File: src/rtl/mygo_pack_pkg.sv
// Shared types and helpers for the mygo byte packer: lane index type,
// packer state encoding and the lane keep-mask builder.
package mygo_pack_pkg;

    localparam int unsigned MAX_LANES  = 16;
    localparam int unsigned LANE_IDX_W = $clog2(MAX_LANES);

    // Sized for the widest legal configuration so one type serves every LANES value.
    typedef logic [LANE_IDX_W-1:0] lane_idx_t;

    typedef enum logic [0:0] {
        IDLE = 1'b0,
        FILL = 1'b1
    } pack_state_e;

    function automatic logic [MAX_LANES-1:0] keep_mask(input logic [LANE_IDX_W:0] n);
        logic [MAX_LANES:0] m;
        m = ((MAX_LANES+1)'(1'b1) << n) - (MAX_LANES+1)'(1'b1);
        return MAX_LANES'(m);
    endfunction

endpackage

File: src/rtl/mygo_pack_outreg.sv
// One-entry output holding register with valid/ready; reports whether it can
// take a new word this cycle (empty, or being drained right now).
module mygo_pack_outreg
    import mygo_pack_pkg::*;
#(
    parameter int unsigned DATA_W = 32,
    parameter int unsigned KEEP_W = 4
) (
    input  logic              clk,
    input  logic              rst,
    input  logic              load,
    input  logic [DATA_W-1:0] load_data,
    input  logic [KEEP_W-1:0] load_keep,
    input  logic              out_ready,
    output logic [DATA_W-1:0] out_data,
    output logic [KEEP_W-1:0] out_keep,
    output logic              out_valid,
    output logic              space
);

    logic              valid_q, valid_d;
    logic [DATA_W-1:0] data_q, data_d;
    logic [KEEP_W-1:0] keep_q, keep_d;

    // Next-state for the holding register: load wins over drain, otherwise hold.
    always_comb begin
        valid_d = valid_q;
        data_d  = data_q;
        keep_d  = keep_q;
        if (load) begin
            valid_d = 1'b1;
            data_d  = load_data;
            keep_d  = load_keep;
        end else if (valid_q && out_ready) begin
            valid_d = 1'b0;
        end else begin
            valid_d = valid_q;
        end
    end

    // Holding register state.
    always_ff @(posedge clk or negedge rst) begin
        if (!rst) begin
            valid_q <= 1'b0;
            data_q  <= '0;
            keep_q  <= '0;
        end else begin
            valid_q <= valid_d;
            data_q  <= data_d;
            keep_q  <= keep_d;
        end
    end

    assign space     = !valid_q || out_ready;
    assign out_valid = valid_q;
    assign out_data  = data_q;
    assign out_keep  = keep_q;

endmodule

File: src/rtl/mygo_byte_packer.sv
// Packs LANES narrow tokens little-endian into one wide word with a keep mask.
// Define MYGO_PACKER_TIMEOUT_EN to flush partial words after TIMEOUT idle cycles.
module mygo_byte_packer
    import mygo_pack_pkg::*;
#(
    parameter int unsigned IN_WIDTH = 8,
    parameter int unsigned LANES    = 4
`ifdef MYGO_PACKER_TIMEOUT_EN
    ,
    parameter int unsigned TIMEOUT  = 16
`endif
) (
    input  logic                      clk,
    input  logic                      rst,
    input  logic [IN_WIDTH-1:0]       in_data,
    input  logic                      in_valid,
    input  logic                      in_last,
    output logic                      in_ready,
    output logic [IN_WIDTH*LANES-1:0] out_data,
    output logic [LANES-1:0]          out_keep,
    output logic                      out_valid,
    input  logic                      out_ready
);

    localparam int unsigned OUT_WIDTH = IN_WIDTH * LANES;

    pack_state_e          state_q, state_d;
    lane_idx_t            lane_q, lane_d;
    logic [OUT_WIDTH-1:0] acc_q, acc_d;

    logic                 space_s;
    logic                 accept_s;
    logic                 complete_s;
    logic                 load_s;
    logic [OUT_WIDTH-1:0] word_s;
    logic [OUT_WIDTH-1:0] load_data_s;
    logic [LANES-1:0]     load_keep_s;

`ifdef MYGO_PACKER_TIMEOUT_EN
    localparam int unsigned IDLE_W = $clog2(TIMEOUT + 1);

    logic [IDLE_W-1:0] idle_q, idle_d;
    logic [IDLE_W-1:0] idle_inc_s;
    logic              flush_s;

    // Idle counter saturates at TIMEOUT so a blocked flush fires once space opens.
    always_comb begin
        if (idle_q == IDLE_W'(TIMEOUT)) begin
            idle_inc_s = idle_q;
        end else begin
            idle_inc_s = idle_q + IDLE_W'(1);
        end
        flush_s = (state_q == FILL) && !accept_s && (idle_inc_s == IDLE_W'(TIMEOUT)) && space_s;
        if (accept_s || (state_q != FILL) || flush_s) begin
            idle_d = '0;
        end else begin
            idle_d = idle_inc_s;
        end
    end

    // Idle counter register.
    always_ff @(posedge clk or negedge rst) begin
        if (!rst) begin
            idle_q <= '0;
        end else begin
            idle_q <= idle_d;
        end
    end
`endif

    // Accept/complete decode, lane insertion and packer next-state.
    always_comb begin
        accept_s = in_valid && space_s;
        word_s   = acc_q;
        for (int k = 0; k < LANES; k++) begin
            if (lane_q == lane_idx_t'(k)) begin
                word_s[k*IN_WIDTH +: IN_WIDTH] = in_data;
            end else begin
                word_s[k*IN_WIDTH +: IN_WIDTH] = acc_q[k*IN_WIDTH +: IN_WIDTH];
            end
        end
        complete_s = accept_s &&
                     (in_last || ((state_q == FILL) && (lane_q == lane_idx_t'(LANES - 1))));

        state_d     = state_q;
        lane_d      = lane_q;
        acc_d       = acc_q;
        load_s      = 1'b0;
        load_data_s = word_s;
        load_keep_s = LANES'(keep_mask({1'b0, lane_q} + (LANE_IDX_W+1)'(1)));

        if (complete_s) begin
            load_s  = 1'b1;
            acc_d   = '0;
            lane_d  = '0;
            state_d = IDLE;
        end else if (accept_s) begin
            acc_d   = word_s;
            lane_d  = lane_q + lane_idx_t'(1);
            state_d = FILL;
        end else begin
`ifdef MYGO_PACKER_TIMEOUT_EN
            // Flushed word carries only the lanes already filled.
            if (flush_s) begin
                load_s      = 1'b1;
                load_data_s = acc_q;
                load_keep_s = LANES'(keep_mask({1'b0, lane_q}));
                acc_d       = '0;
                lane_d      = '0;
                state_d     = IDLE;
            end else begin
                state_d = state_q;
            end
`else
            state_d = state_q;
`endif
        end
    end

    // Packer state, lane counter and accumulator.
    always_ff @(posedge clk or negedge rst) begin
        if (!rst) begin
            state_q <= IDLE;
            lane_q  <= '0;
            acc_q   <= '0;
        end else begin
            state_q <= state_d;
            lane_q  <= lane_d;
            acc_q   <= acc_d;
        end
    end

    mygo_pack_outreg #(
        .DATA_W (OUT_WIDTH),
        .KEEP_W (LANES)
    ) u_outreg (
        .clk       (clk),
        .rst       (rst),
        .load      (load_s),
        .load_data (load_data_s),
        .load_keep (load_keep_s),
        .out_ready (out_ready),
        .out_data  (out_data),
        .out_keep  (out_keep),
        .out_valid (out_valid),
        .space     (space_s)
    );

    assign in_ready = space_s;

endmodule

File: config.mk
export PLATFORM = sky130hd
export DESIGN_NAME = mygo_byte_packer
export DESIGN_NICKNAME = d
export VERILOG_FILES = /design/src/rtl/mygo_pack_pkg.sv /design/src/rtl/mygo_pack_outreg.sv /design/src/rtl/mygo_byte_packer.sv
export SDC_FILE = /design/constraint.sdc
export NUM_CORES = 1
export LEC_CHECK = 0
export ABC_CLOCK_PERIOD_IN_PS = 6800
export CAP_MARGIN = 15
export CORE_MARGIN = 2
export CORE_UTILIZATION = 55
export CTS_BUF_LIST = sky130_fd_sc_hd__clkbuf_8
export DETAILED_ROUTE_END_ITERATION = 8
export PLACE_DENSITY = 0.88
export SLEW_MARGIN = 20
export SYNTH_ARGS = -nofsm -noshare
export SYNTH_HDL_FRONTEND = slang
export SYNTH_HIERARCHICAL = 1
export SYNTH_SLANG_ARGS = --single-unit
File: constraint.sdc
create_clock -name clk -period 6.8 [get_ports clk]
set_input_delay 2.04 -clock clk [delete_from_list [all_inputs] [get_ports clk]]
set_output_delay 2.04 -clock clk [all_outputs]
set_load 0.02 [all_outputs]
==> key figures <==
Floorplan
  – Die H: around 86 um
  – Site Rows: 29
  – Die W: 85.92 um
  – I/O pins: 51
  – Die area: roughly 7400 um2
  – Core ar.: between 6000 and 7000 um2
  – Initial Util: 0.5747

Power and ir drop
  – Pint: 1.022 mW
  – PwrDens: 353.4 nW/um2
  – Maximum vdd ir drop: 0.1942 mV
  – Comb power frac: 0.390
  – Sequential Power Share: 0.421
  – Leak: 1.986 nW
  – Sw frac: 0.3269
  – Clock group share of total power: 0.190
  – Switching power: 0.4965 mW

STA
  – Tightest Pin Transition: 0.9125 ns
  – Final max-slew violation count: 0
  – RSZ-0062 raised after global routing: no
  – Final hold vios: 0
  – Number of setup violations in the final report: 0
  – Normalized max-slew margin: 0.3917
  – Setup TNS: 0 ns
  – Min Tclk post-route: approximately 5.3 ns
  – Fmax: between 150 and 200 MHz
  – Final clock skew: 0.006642 ns
  – Fin crit share: 0.7815

Route
  – Drt pass-1 iters: 4
  – Met3 routed WL: between 400 and 500 um
  – Remaining DRCs: 0
  – Vias per cell: roughly 6.1
  – WL per Instance: 18.97 um
  – Routed Antenna Nets: 0
  – Via count: 2446
  – Wire length on met1: 3.422 mm
  – Detailed Route WL: 7.606 mm
  – Max Used Layer: met4
  – DR WL met2: approximately 3.6 mm
  – DRT iter0 DRCs: 251

Clocking
  – CTS Buf Count: 9
  – Sink Count: 74
  – Post-cts sizing count: 0
  – Clock Latency Late Sink: 0.35 ns
  – Postcts setup bufs: 0
  – Hold bufs inserted after CTS: 0
  – CTS tree: built
  – Clock buffer depth: 2
  – Root Driver: clkbuf_8
  – CTS clk-pin slew, worst paths: 0.07 ns
  – CTS H-tree depth: 3

Critical path
  – Top cell by count, worst path: clkdlybuf4s50_1
  – Crit path max fanout: 4
  – Critical path class: in -> out
  – WP data required: around 4.8 ns
  – WP data arrival: 3.27 ns
  – Startpoint Class: input port
  – Crit. End Element: output port
  – Crit path largest cell delay: 0.62 ns
  – Worst path slowest cell: clkdlybuf4s50_1
  – Worst path cell trace: clkdlybuf4s50_1 > nand2b_1 > clkdlybuf4s50_1

Global route
  – Overall routing resource usage: 0.2202
  – Vias in the first global route: 2501
  – Largest net degree at the start of global routing: 75
  – Initial antenna violation count: 0
  – Grt ovf: 0
  – Global-route wire length before repair: 12.60 mm

Min path
  – Worst min-delay path class: reg -> reg

Synthesis
  – Syn Std Cell Area: between 3000 and 4000 um2
  – Warnings, synthesis: 6
  – Mapped Cells: roughly 280
  – Mapped Nets: roughly 300
  – Seq/Total Area, Yosys: 0.5017
  – Flops & latches, synth: 74
  – Unique masters post-synth: 36
  – Syn Area/Cell: 13.23 um2

Placed design
  – Final GP Congestion: 0.8093
  – Port Buffers: 50
  – HPWL Detailed: 4.822 mm

Layout
  – Net count, final: between 300 and 400
  – Share of cells above drive strength 1: 0.1852
  – Area delta synth->final: 16.41%
  – Final core utilization: 0.6690
  – Ant diodes: 0
  – Filler cell count: between 400 and 500

Run status
  – Status: finished, final reports clean

Job
  – Max-cap violations: 0
-- cells in the final DEF (no fill, tap or decap), types with 3 or more instances in the layout --
cell,synthesis,final
a2111o_1,3,3
a21o_1,6,6
a221o_1,7,7
a32o_1,24,24
and2_1,5,4
and4_1,3,3
clkbuf_8,0,10
clkdlybuf4s50_1,0,49
clkinv_2,0,3
dfrtp_1,74,74
ha_1,5,5
inv_1,4,7
mux2_1,18,18
mux2_2,13,13
mux2_4,29,29
nand2_1,31,31
nand3_1,4,4
nor3b_1,7,7
o21ai_0,4,4
-- worst max-delay path: cells and delay by family --
family                 cells  cell delay [ns]
AND/OR/NAND/NOR            1             0.16
buffers and inverters      2             1.07
-- worst paths after layout --
check | start | to | slack [ns] | cells past startpoint
setup reg to reg | lane_q[0] | u_outreg/out_keep[3] | 3.76 | 5
setup / recovery | out_ready | in_ready | 1.49 | 3
max in group asynchronous | rst | u_outreg/out_data[9] | 4.31 | 2
hold reg to reg | u_outreg/out_data[31] | u_outreg/out_data[31] | 0.50 | 1
hold / removal | u_outreg/out_data[31] | u_outreg/out_data[31] | 0.50 | 1
min in group asynchronous | rst | u_outreg/out_data[30] | 1.90 | 2
-- state kept, by name, summed over array words and instances (netlist names) --
name,flops
acc_q,32
u_outreg/out_data,32
lane_q,4
u_outreg/out_keep,4
state_q,1
u_outreg/out_valid,1
-- kinds of logic after synthesis --
| group | count (synthesis) | share of synthesized area |
|---|---|---|
| adders and majority gates | 5 | 0.01695 |
| AOI/OAI and AO/OA | 52 | 0.1261 |
| and+or+nand+nor | 61 | 0.09288 |
| xor gates and xnor gates | 1 | 0.002373 |
| DFF | 74 | 0.5017 |
| muxes | 60 | 0.2125 |
| buffers and inverters | 26 | 0.04746 |
-- synthesized netlist by cell type, drive strengths merged --
cell type | instances | area (um2)
a31oi | 1 | 6.260
or3b | 1 | 8.760
buf | 16 | 137.6
clkbuf | 6 | 22.52
o22ai | 1 | 6.260
o21ai | 6 | 30.03
ha | 5 | 62.56
and2 | 5 | 31.28
or2 | 1 | 6.260
nand3 | 4 | 20.02
inv | 4 | 15.01
xor2 | 1 | 8.760
nor3b | 8 | 71.32
a32o | 24 | 240.2
nor3 | 1 | 5.000
nand2 | 31 | 116.4
nor4 | 1 | 21.27
nor4b | 1 | 8.760
nor2 | 2 | 7.510
nand3b | 1 | 7.510
mux2 | 60 | 784.5
o41ai | 2 | 17.52
nand2b | 2 | 12.51
a22o | 1 | 8.760
a21o | 6 | 45.04
dfrtp | 74 | 1852
a211oi | 1 | 7.510
and4 | 3 | 26.28
a221o | 7 | 70.07
a2111o | 3 | 33.78
-- area by class of cell --
class	count	area, um2	share of cell area
repair buffers	51	503.0	0.1171
well taps	77	96.34	0.02242
multi-input cells	179	1667	0.3879
inverters	4	15.01	0.003494
clock inverters	6	26.28	0.006115
clock buffers	10	137.6	0.03203
flip-flops and latches	74	1852	0.4310
-- stage by stage --
| step | hold WS, ns | total power [mW] | worst slack [ns] | cells | cell area, um2 |
|---|---|---|---|---|---|
| after floorplan | 0.4659 | 1.014 | 2.477 | 279 | 3691 |
| after global placement | 0.4844 | 1.216 | 1.521 | 385 | 4131 |
| after detailed placement | 0.4920 | 1.237 | 1.475 | 385 | 4131 |
| after CTS | 0.5098 | 1.531 | 1.475 | 401 | 4295 |
| after global routing | 0.5251 | 1.604 | 1.445 | 401 | 4297 |
| final | 0.5043 | 1.519 | 1.486 | 401 | 4297 |
-- metal layers --
layer | global-route usage | vias to the layer above
met5 | 0 | -
met3 | 0.06449 | 15
met2 | 0.3404 | 79
li1 | - | 1121
met1 | 0.3045 | 1231
met4 | 0.06061 | 0
-- power by group through the flow --
stage	logic (mW)	registers, mW	clock network, mW
4_1_cts	0.596	0.639	0.295
2_1_floorplan	0.293	0.721	0
6_report	0.592	0.639	0.288
3_5_place_dp	0.591	0.646	0
5_1_grt	0.634	0.652	0.318
3_3_place_gp	0.578	0.638	0
Note: power is estimated with default switching activity, not from simulation.
